## src/rtl/alu_rr_arbiter_pkg.sv

```systemverilog
// Shared constants for the round-robin front end of the status-flag ALU.
package alu_rr_arbiter_pkg;
    localparam int ALU_W = 5;

    localparam logic [1:0] OP_ADD = 2'b00;
    localparam logic [1:0] OP_SUB = 2'b01;
    localparam logic [1:0] OP_AND = 2'b10;
    localparam logic [1:0] OP_OR  = 2'b11;

    localparam logic [1:0] IDLE  = 2'd0;
    localparam logic [1:0] ISSUE = 2'd1;
    localparam logic [1:0] RESP  = 2'd2;
endpackage

```

## src/rtl/alu_rr_arbiter_rr_picker.sv

```systemverilog
// Combinational round-robin picker: first valid bit at or after ptr, wrapping.
module rr_picker #(
    parameter int NREQ = 3,
    parameter int PW   = (NREQ > 1) ? $clog2(NREQ) : 1
) (
    input  logic [NREQ-1:0] valid,
    input  logic [PW-1:0]   ptr,
    output logic [NREQ-1:0] grant,
    output logic [PW-1:0]   idx,
    output logic            any
);
    int j;

    // Scan from the far end back toward ptr so the nearest candidate wins last.
    always_comb begin
        j     = 0;
        idx   = '0;
        grant = '0;
        any   = |valid;
        for (int k = NREQ - 1; k >= 0; k--) begin
            j = (int'(ptr) + k) % NREQ;
            if (valid[j]) idx = PW'(j);
        end
        if (any) grant[idx] = 1'b1;
    end
endmodule

```

## src/rtl/alu_rr_arbiter.sv

```systemverilog
// Round-robin front end that time-shares one registered-operand ALU among NREQ requesters.
module alu_rr_arbiter
    import alu_rr_arbiter_pkg::*;
#(
    parameter int NREQ = 3,
    parameter int W    = ALU_W
) (
    input  logic              clk,
    input  logic              rst_n,
    input  logic [NREQ-1:0]   req_valid,
    output logic [NREQ-1:0]   req_ready,
    input  logic [NREQ*W-1:0] req_a,
    input  logic [NREQ*W-1:0] req_b,
    input  logic [NREQ*2-1:0] req_op,
    output logic [NREQ-1:0]   resp_valid,
    input  logic [NREQ-1:0]   resp_ready,
    output logic [W-1:0]      resp_result,
    output logic              resp_carry,
    output logic              resp_zero,
    output logic              resp_negative,
    output logic [W-1:0]      alu_a,
    output logic [W-1:0]      alu_b,
    output logic [1:0]        alu_op,
    input  logic [W-1:0]      alu_result,
    input  logic              alu_carry,
    input  logic              alu_zero,
    input  logic              alu_negative,
    output logic              busy
);
    localparam int PW = (NREQ > 1) ? $clog2(NREQ) : 1;

    logic [1:0]      state;
    logic [PW-1:0]   ptr;
    logic [PW-1:0]   owner;
    logic [NREQ-1:0] grant;
    logic [PW-1:0]   gidx;
    logic            gany;

    rr_picker #(.NREQ(NREQ), .PW(PW)) u_picker (
        .valid (req_valid),
        .ptr   (ptr),
        .grant (grant),
        .idx   (gidx),
        .any   (gany)
    );

    // rst_n gates the ready pulse so nothing looks accepted while held in reset.
    assign req_ready = (state == IDLE && rst_n) ? grant : '0;
    assign busy      = (state != IDLE);

    always_comb begin
        resp_valid = '0;
        if (state == RESP) resp_valid[owner] = 1'b1;
    end

    always_ff @(posedge clk or negedge rst_n) begin
        if (!rst_n) begin
            state         <= IDLE;
            ptr           <= '0;
            owner         <= '0;
            alu_a         <= '0;
            alu_b         <= '0;
            alu_op        <= '0;
            resp_result   <= '0;
            resp_carry    <= 1'b0;
            resp_zero     <= 1'b0;
            resp_negative <= 1'b0;
        end else begin
            case (state)
                IDLE: if (gany) begin
                    alu_a  <= req_a[int'(gidx)*W +: W];
                    alu_b  <= req_b[int'(gidx)*W +: W];
                    alu_op <= req_op[int'(gidx)*2 +: 2];
                    owner  <= gidx;
                    state  <= ISSUE;
                end
                ISSUE: begin
                    resp_result   <= alu_result;
                    resp_carry    <= alu_carry;
                    resp_zero     <= alu_zero;
                    resp_negative <= alu_negative;
                    state         <= RESP;
                end
                RESP: if (resp_ready[owner]) begin
                    // Pointer moves only on completion so idle cycles never skip anyone.
                    ptr   <= PW'((int'(owner) + 1) % NREQ);
                    state <= IDLE;
                end
                default: state <= IDLE;
            endcase
        end
    end
endmodule

```

## config.mk

```make
export PLATFORM = sky130hd
export DESIGN_NAME = alu_rr_arbiter
export DESIGN_NICKNAME = d
export VERILOG_FILES = /design/src/rtl/alu_rr_arbiter_pkg.sv /design/src/rtl/alu_rr_arbiter_rr_picker.sv /design/src/rtl/alu_rr_arbiter.sv
export SDC_FILE = /design/constraint.sdc
export NUM_CORES = 1
export LEC_CHECK = 0
export BUFFER_PORTS_ARGS = -buffer_cell sky130_fd_sc_hd__buf_2
export CAP_MARGIN = 10
export CORE_ASPECT_RATIO = 1.2
export CORE_UTILIZATION = 40
export DETAILED_ROUTE_END_ITERATION = 10
export GPL_TIMING_DRIVEN = 0
export PLACE_DENSITY = 0.72
export SLEW_MARGIN = 20
export SYNTH_ARGS = -nofsm -noshare
export SYNTH_HDL_FRONTEND = slang
export SYNTH_HIERARCHICAL = 1
export SYNTH_SLANG_ARGS = --single-unit
```

## constraint.sdc

```tcl
create_clock -name clk -period 2.3 [get_ports clk]
set_input_delay 0.115 -clock clk [delete_from_list [all_inputs] [get_ports clk]]
set_output_delay 0.115 -clock clk [all_outputs]
set_load 0.1 [all_outputs]
```

# == Yosys cells after proc, flatten, opt, wreduce, memory -nomap -nowiden ==
# Index checks and enable logic that the tools add are counted.
# word_totals
reg_bits,26
output_inout_bits,27
# classes
addsub,3
mul,1
n_div,4
order_cmp,7
eq_ne,4
shifts,3
mux,24
reduce_logical,9
# op_table
operator,n
$lt A32 B4 Y1 const B,3
$mod A32 B3 Y32 const B,3
$mod A3 B3 Y32 const B,1
$shiftx A15 B32 Y5,1
$shiftx A15 B6 Y5,1
$mux W2,5
$mux W1,9
$mux W3,3
$bmux W1 S2,4
$add A2 B1 Y3 const B,2
$lt A2 B3 Y1 const B,2
$pmux W2 S3,1
$reduce_and A2 Y1,3
$shiftx A6 B4 Y2,1
$mul A2 B3 Y5 const B,1
$demux W1 S2,2
$ge A2 B1 Y1 const B,2
$add A2 B2 Y3 const B,1
$logic_and A1 B1 Y1,3
$reduce_or A3 Y1,1
$eq A2 B1 Y1 const B,1
$eq A2 B2 Y1 const B,1
$logic_not A2 Y1,1
$ne A2 B1 Y1 const B,1
2 further kinds,2

# == Logic depth before layout (Yosys ltp) ==
# Gate-level depths: netlist of the first run.
# logic_depth
ltp_word,14
depth_mapped,12
mapped_depth_nobuf,10

# == Modules after synthesis ==
# Netlist of the first run, hierarchy kept.
# by_module_without_submodules
mod,n_inst,cells_per_inst,area_per_inst_um2,seq_area_each_um2
alu_rr_arbiter,1,132,1343.8,650.6
rr_picker,1,27,188.9,0.0

# == Worst setup path after synthesis of the first run ==
# Ideal clock, no wire load.
# synth_path
path_kind,flip-flop to output port
from,register ptr[0]
to,output req_ready[0]
arrival_time_ns,2.143
required_time_ns,2.185
setup_slack_ns,0.042
path_stages_with_launch,7
n_path_buf,0
path_cell_list,dfrtp_1 inv_1 ha_1 o21ai_0 a21oi_2 and4b_1 and3_1
# synth_via
elab_chain_len,14
elab_cells_between_ends,24
# synth_lines
item,line_no,text
"start, declared",alu_rr_arbiter.sv:33,logic [PW-1:0] ptr;
"start signal, assigned",alu_rr_arbiter.sv:86,ptr <= PW'((int'(owner) + 1) % NREQ);
$add A2 B2 Y3,alu_rr_arbiter_rr_picker.sv:21,j = (int'(ptr) + k) % NREQ;
$mod A32 B3 Y32,alu_rr_arbiter_rr_picker.sv:21,
$bmux W1 S2,alu_rr_arbiter_rr_picker.sv:22,if (valid[j]) idx = PW'(j);
$mux W1 (not written as such) (2 in series),alu_rr_arbiter_rr_picker.sv:22,
$mux W2 (2 in series),alu_rr_arbiter_rr_picker.sv:22,
$mux W2 *,alu_rr_arbiter_rr_picker.sv:22,
via gidx[0],alu_rr_arbiter.sv:36,logic [PW-1:0] gidx;
$lt A2 B3 Y1 (not written as such) or $ge A2 B1 Y1 (tied branches),alu_rr_arbiter_rr_picker.sv:24,if (any) grant[idx] = 1'b1;
$logic_and A1 B1 Y1 (not written as such),alu_rr_arbiter_rr_picker.sv:24,
$mux W1 (not written as such),alu_rr_arbiter_rr_picker.sv:24,
$demux W1 S2 *,-,
$mux W3 *,alu_rr_arbiter_rr_picker.sv:24,
via grant[0],alu_rr_arbiter.sv:35,logic [NREQ-1:0] grant;
$mux W3 *,alu_rr_arbiter.sv:48,assign req_ready = (state == IDLE && rst_n) ? grant : '0;
"end, declared",alu_rr_arbiter.sv:11,"output logic [NREQ-1:0] req_ready,"
# Mark *: on every way through the listed nets, which the timed path passes. The rest lies on a longest branch. The select of a mux whose other input is x is not followed.

# == Worst setup path in the final report of the first run ==
# layout_path
from,register ptr[1]
to,output req_ready[0]
# The elaborated chain is that of the path after synthesis.

==> flow_summary_export.csv, run 1 <==
group,metric,value,unit
outcome,status,"completed",
die,io_pins,79,
worst_setup_path,cp_cell_sequence,"inv_1 > ha_4 > nor3b_2 > o21ai_2 > a21oi_4 > and4b_1 > and3_1 > buf_6",
run,cap_violations,0,
timing,tightest_slew,0.616,ns
placement,dp_slack,-0.0814,ns
grt,grt_pass1_vias,1337,
grt,grt_usage,17.5,%
worst_setup_path,cp_max_fo,8,
yosys,syn_avg_cell_area,9.64,µm²
worst_setup_path,slowest_stage,"dfrtp_1",
finish,final_util,58.4,%
worst_setup_path,slowest_delay,0.44,ns
timing,drv_slew,0,
yosys,ys_seq_area_share,42.4,%
detailed_routing,drc,0,
pwr,combPwrFrac,17.9,%
hold_path,hold_start,"alu_result[4]",
detailed_routing,routed-via-count,1395,
finish,final_cells,296,
timing,finalSetupViolCount,0,
worst_setup_path,r2r_cells,10,
placement,io_buffer_count,78,
worst_setup_path,worstPathRequired,2.18,ns
clock_network,clk_path_buf_depth,2,
clock_network,cts-root-buf,"clkbuf_8",
timing,fin_crit_sh,94.4,%
clock_network,cts_sinks,26,
yosys,yosysWarnings,6,
die,die_y,69.8,µm
pwr,p_int,0.767,mW
finish,area_growth,39.7,%
detailed_routing,first_pass_iters,4,
clock_network,clk_pin_slew_worst_paths,0.09,ns
die,fp.coreArea,0.00366,mm²
worst_setup_path,end_kind,"output pin",
pwr,p_per_area,479,mW/mm²
timing,slew_headroom,58.9,%
yosys,synth_cell_types,32,
pwr,p_total,1.03,mW
detailed_routing,ant_nets,0,
die,dieArea,0.00408,mm²
pwr,pwr-share-seq,45.5,%
worst_setup_path,setup.worst_path.start,"ptr[1]$_DFFE_PN0P_",
grt,grt_overflow,0,
timing,fin_crit,2.17,ns
clock_network,clock_latency,0.26,ns
pwr,irDropWorstVdd,274,µV
worst_setup_path,criticalPathCategory,"register to output pin",
hold_path,min_path_cells,2,
pwr,power.switching,0.258,mW
clock_network,cts_tree,"built",
yosys,ys_seq_elements,26,
die,num_rows,24,
timing,fmax,461,MHz
die,start_util,41.8,%
finish,final_common_cell,"buf_2",
grt,grt_pass1_wl,5.62,mm
placement,hpwl,2.59,mm
timing,fin_ws,0.129,ns
die,fp.dieW,58.5,µm
pwr,pwr-share-clk,36.6,%
timing,clock_skew,0.00105,ns
grt,antenna_found_initial,0,
finish,insertedDiodeCount,0,
detailed_routing,wl,3.44,mm
placement,place.gp.congestion,0.765,
finish,final_cell_mix,"buf_2 (79), dfrtp_1 (26), nand2_1 (18)",
grt,grt_max_degree,30,
finish,layout-drive-gt1-share,45.9,%
detailed_routing,routedWlPerCell,11.6,µm
detailed_routing,drt-initial-drc-count,32,
worst_setup_path,worst_setup_path_start_kind,"register",
placement,dpl.cell_count,289,
detailed_routing,viasPerCell,4.71,
timing,hold_violations,0,
yosys,synthCells,159,
clock_network,cts_buffers,3,
worst_setup_path,arrival,2.06,ns
hold_path,worstHoldPathType,"input pin to register",
pwr,p_sw_share,25.2,%
finish,num-nets-final,303,
yosys,netlist_area,0.00153,mm²
worst_setup_path,worstReg2RegStart,"ptr[1]$_DFFE_PN0P_",
yosys,synth_nets,217,
pwr,power.leakage,1.13,nW
clock_network,cts_max_level,1,
-- layer usage --
metal | track usage, % | vias to the layer above | part of all wire (%)
met3 | 2.24 | 4 | 3.8
met4 | 3.97 | 0 | 1.1
met1 | 22.2 | 631 | 44
li1 | - | 715 | -
met5 | 0 | - | 0
met2 | 31.0 | 45 | 51
-- kinds of logic (layout without fill, tap and decap cells) --
logic type / Yosys count / count (layout) / share of synthesized area, %
simple gates: 51 / 51 / 17.4
mux: 24 / 24 / 16.7
buf+inv: 15 / 100 / 5.39
compound gates: 37 / 37 / 13.2
flops: 26 / 26 / 42.4
fa+ha+maj: 6 / 6 / 4.90
-- critical path, delay by kind of cell (launching register included) --
family | cells | cell delay (ns)
AOI/OAI and AO/OA | 2 | 0.26
DFF | 1 | 0.44
and+or+nand+nor | 3 | 0.57
adders and majority gates | 1 | 0.19
buffers and inverters | 2 | 0.34
-- flip-flops by register name (all words and copies together) (netlist names) --
signal / count
alu_a: 5
alu_b: 5
alu_op: 2
owner: 2
ptr: 2
resp_carry: 1
resp_negative: 1
resp_result: 5
resp_zero: 1
state: 2
-- metrics by stage --
| step | setup TNS [ns] | hold slack [ns] | cell area, µm² |
|---|---|---|---|
| after floorplan | 0 | -0.181 | 1530 |
| after global placement | -0.227 | 0.167 | 1990 |
| after detailed placement | -0.543 | 0.174 | 1990 |
| after CTS | -0.0895 | 0.0660 | 2080 |
| after global routing | -0.0551 | 0.0614 | 2140 |
| final | 0 | 0.0735 | 2140 |
-- power groups by stage --
stage          logic (mW)  clock network [mW]  registers, mW
6_report            0.184               0.375          0.466
3_5_place_dp        0.182                   0          0.476
5_1_grt             0.201               0.410          0.468
3_3_place_gp        0.179                   0          0.475
4_1_cts             0.183               0.391          0.467
2_1_floorplan      0.0575                   0          0.529
-- cell usage after synthesis, drive strengths merged --
cell / n / area (µm²)
o21ai: 20 / 108
and2: 3 / 18.8
inv: 8 / 30.0
mux2: 9 / 105
nor4b: 1 / 8.76
nor3b: 1 / 12.5
a21oi: 15 / 78.8
or3: 1 / 6.26
nand2: 19 / 73.8
and2b: 2 / 17.5
nand2b: 2 / 15.0
buf: 7 / 52.5
mux2i: 15 / 150
nand3b: 1 / 7.51
and3: 3 / 18.8
nor2b: 1 / 6.26
ha: 6 / 75.1
nor2: 13 / 56.3
and4b: 1 / 10.0
o22a: 1 / 8.76
a21boi: 1 / 7.51
nand3: 3 / 15.0
dfrtp: 26 / 651
-- path summary, 6_finish.rpt --
check,end,slack (ns)
min in group asynchronous,ptr[1]$_DFFE_PN0P_,0.39
hold reg to reg,alu_a[0]$_DFFE_PN0P_,0.49
setup reg to reg,alu_b[0]$_DFFE_PN0P_,0.20
setup / recovery,req_ready[0],0.13
max in group asynchronous,alu_a[2]$_DFFE_PN0P_,1.51
hold / removal,resp_result[4]$_DFFE_PN0N_,0.07
-- layout make-up --
class                      instances  area [µm²]
sequential                        26         651
clock buffer                       3        41.3
fill                             365        1520
buffer                             7        52.6
multi-input combinational        118         847
timing repair buffer              81         424
tap                               52        65.1
inverter                           8        30.0
clock inverter                     1        30.0
-- what timing repair did --
item                                    4_1_cts  5_1_grt
endpoints found under the hold margin        26        0
setup buffers                                 0        2
gates resized for setup                       3        8
pin swaps                                     0        2
hold buffers                                  1        0
endpoints found under the setup margin       10       11
No activity file was read; power rests on OpenSTA's default activity.
==> inputs of run 2 (changes only) <==
- ABC_AREA: default -> 1
- PLACE_DENSITY: 0.72 -> 0.71
- TNS_END_PERCENT: default -> 20
==> flow_summary_export.csv, run 2 <==
group,metric,value,unit
outcome,status,"completed",
timing,tightest_slew,0.594,ns
finish,num-nets-final,353,
grt,grt_overflow,0,
clock_network,clock_latency,0.27,ns
yosys,synthCells,211,
timing,drv_slew,0,
worst_setup_path,cp.depth,12,
finish,area_growth,34.2,%
yosys,yosysWarnings,6,
timing,hold_ws,0.0694,ns
timing,fin_crit,2.17,ns
yosys,yosys_most_used_dff,"dfrtp_1",
yosys,ys_top_cells_by_count,"nand2_1 (46), nor2_1 (34), dfrtp_1 (26)",
yosys,ys_top_cells_by_area,"dfrtp_1 (41%), nand2_1 (11%), nor2_1 (8.0%)",
worst_setup_path,crit_family,"simple AND/OR/NAND/NOR gates",
die,start_util,42.8,%
placement,hpwl,2.99,mm
yosys,synth_cell_types,20,
detailed_routing,ant_nets,0,
clock_network,cts_max_level,1,
detailed_routing,routed-via-count,1624,
detailed_routing,viasPerCell,4.69,
worst_setup_path,worst_setup_path_start_kind,"register",
clock_network,clk_path_buf_depth,2,
timing,finalSetupViolCount,0,
timing,fin_crit_sh,94.2,%
timing,slew_headroom,60.4,%
clock_network,cts-root-buf,"clkbuf_8",
worst_setup_path,end_kind,"output pin",
grt,grt_max_degree,28,
clock_network,post-cts-setup-buffer-count,0,
worst_setup_path,slowest_delay,0.38,ns
die,die_y,71.1,µm
yosys,yosysTopAreaCellShare,40.8,%
worst_setup_path,path_common_cell,"inv_1",
timing,finalSetupTns,0,ns
detailed_routing,first_pass_iters,4,
hold_path,worstHoldPathType,"input pin to register",
clock_network,clk_pin_slew_worst_paths,0.09,ns
clock_network,cts_sinks,26,
finish,final_cell_mix,"buf_2 (78), nand2_1 (46), nor2_1 (33)",
grt,antenna_found_initial,0,
yosys,ys_seq_area_share,40.8,%
yosys,synth-edff-count,0,
worst_setup_path,worstPathRequired,2.18,ns
clock_network,cts_tree,"built",
yosys,yosysMostFrequentCell,"nand2_1",
detailed_routing,drc,0,
worst_setup_path,cp_max_fo,6,
yosys,ys_seq_elements,26,
placement,dpl.cell_count,341,
grt,grt_usage,19.1,%
finish,final_cells,346,
finish,insertedDiodeCount,0,
hold_path,min_path_cells,2,
finish,fillers,385,
timing,rsz0062_at_grt,"yes",
yosys,netlist_area,0.00159,mm²
die,io_pins,79,
finish,final_common_cell,"buf_2",
grt,grt_pass1_wl,6.29,mm
detailed_routing,routedWlPerCell,10.8,µm
worst_setup_path,r2r_cells,13,
worst_setup_path,worst-path-buf-inv,4,
finish,layout-drive-gt1-share,38.4,%
worst_setup_path,cp_cell_sequence,"inv_1 > ha_1 > inv_1 > nand2_1 > nand3_1 > nand2_1 > nand3_2 > nand2_4 > nor2_2 > inv_1 > nor2_2 > buf_12",
detailed_routing,drt-initial-drc-count,50,
timing,hold_violations,0,
run,cap_violations,0,
worst_setup_path,criticalPathCategory,"register to output pin",
worst_setup_path,arrival,2.05,ns
die,num_rows,24,
timing,clock_skew,0.00207,ns
die,fp.dieW,59.6,µm
yosys,synth_area_leader_cell,"dfrtp_1",
die,fp.coreArea,0.00372,mm²
grt,grt_pass1_vias,1520,
die,dieArea,0.00424,mm²
yosys,synth_nets,269,
yosys,syn_avg_cell_area,7.55,µm²
timing,fmax,461,MHz
detailed_routing,wl,3.72,mm
clock_network,cts_buffers,3,
placement,io_buffer_count,78,
placement,place.gp.congestion,0.805,
yosys,async_flop_share,100,%
worst_setup_path,slowest_stage,"dfrtp_1",
finish,top_regs,"alu_a x5, alu_b x5, resp_result x5",
[run 2: cell types whose count changed in the layout (fill, tap and decap cells not counted), sizes merged, moves of 10 or more]
| cell | change |
|---|---|
| nand2 | +33 |
| o21ai | -10 |
| inv | +18 |
| nand3 | +17 |
| mux2i | -15 |
| nor2 | +25 |
[run 2: worst reg2reg max path, delay by kind of cell (launching register included)]
kind / cells / cell delay [ns]
AO/OA/AOI/OAI: 2 / 0.25
adder cells (fa/ha/maj): 1 / 0.33
buffers and inverters: 4 / 0.46
flip-flops: 1 / 0.38
AND/OR/NAND/NOR: 6 / 0.49
[run 2: area by class of cell]
cell class	count	area, µm²	area share, %
multi-input cells	153	801	37.4
flip-flops and latches	26	651	30.4
repair buffers	79	418	19.5
inverters	26	97.6	4.56
well taps	52	65.1	3.04
clock buffers	4	55.1	2.57
plain buffers	6	51.3	2.40
[run 2: through the flow]
step           util (%)  cell area, µm²  setup WS (ns)
2_1_floorplan         -            1600         -0.270
3_3_place_gp       55.1            2050          0.264
3_5_place_dp       55.1            2050          0.209
4_1_cts            56.9            2120         0.0317
5_1_grt            57.4            2140       -0.00266
6_report           57.4            2140          0.133
[run 2: cell families (layout without fill, tap and decap cells)]
kind of cell,Yosys count,after routing,synth area share [%]
simple gates,111,111,30.4
buf+inv,32,115,9.35
compound gates,28,28,9.03
flops,26,26,40.8
mux,8,8,5.66
fa+ha+maj,6,6,4.71
[run 2: path summary, 6_finish.rpt]
path,startpoint,end,slack [ns]
worst min-delay path,alu_result[4],resp_result[4]$_DFFE_PN0N_,0.07
max in group asynchronous,rst_n,resp_negative$_DFFE_PN0N_,1.53
min in group asynchronous,rst_n,alu_a[4]$_DFFE_PN0P_,0.38
worst min register to register,resp_result[1]$_DFFE_PN0N_,resp_result[1]$_DFFE_PN0N_,0.50
worst max-delay path,ptr[0]$_DFFE_PN0P_,req_ready[0],0.13
worst max register to register,ptr[0]$_DFFE_PN0P_,alu_b[3]$_DFFE_PN0P_,0.29
[run 2: layer usage]
| layer | share of wire [%] | wire length, µm | global-route usage, % | vias up |
|---|---|---|---|---|
| li1 | - | - | - | 830 |
| met3 | 4.8 | 177 | 2.38 | 4 |
| met5 | 0 | 0 | 0 | - |
| met4 | 0.73 | 27 | 5.43 | 0 |
| met1 | 42 | 1570 | 23.9 | 742 |
| met2 | 52 | 1950 | 33.7 | 48 |
[run 2: timing repair]
item | CTS | global route
hold endpoints to repair | 26 | 0
gates resized for setup | 1 | 6
endpoints found under the setup margin | 1 | 2
hold buffers | 1 | 0
Power of run 2 is left out: the tool's default activity adds up to more than one toggle a clock period on the data nets, which glitch-free logic cannot reach.
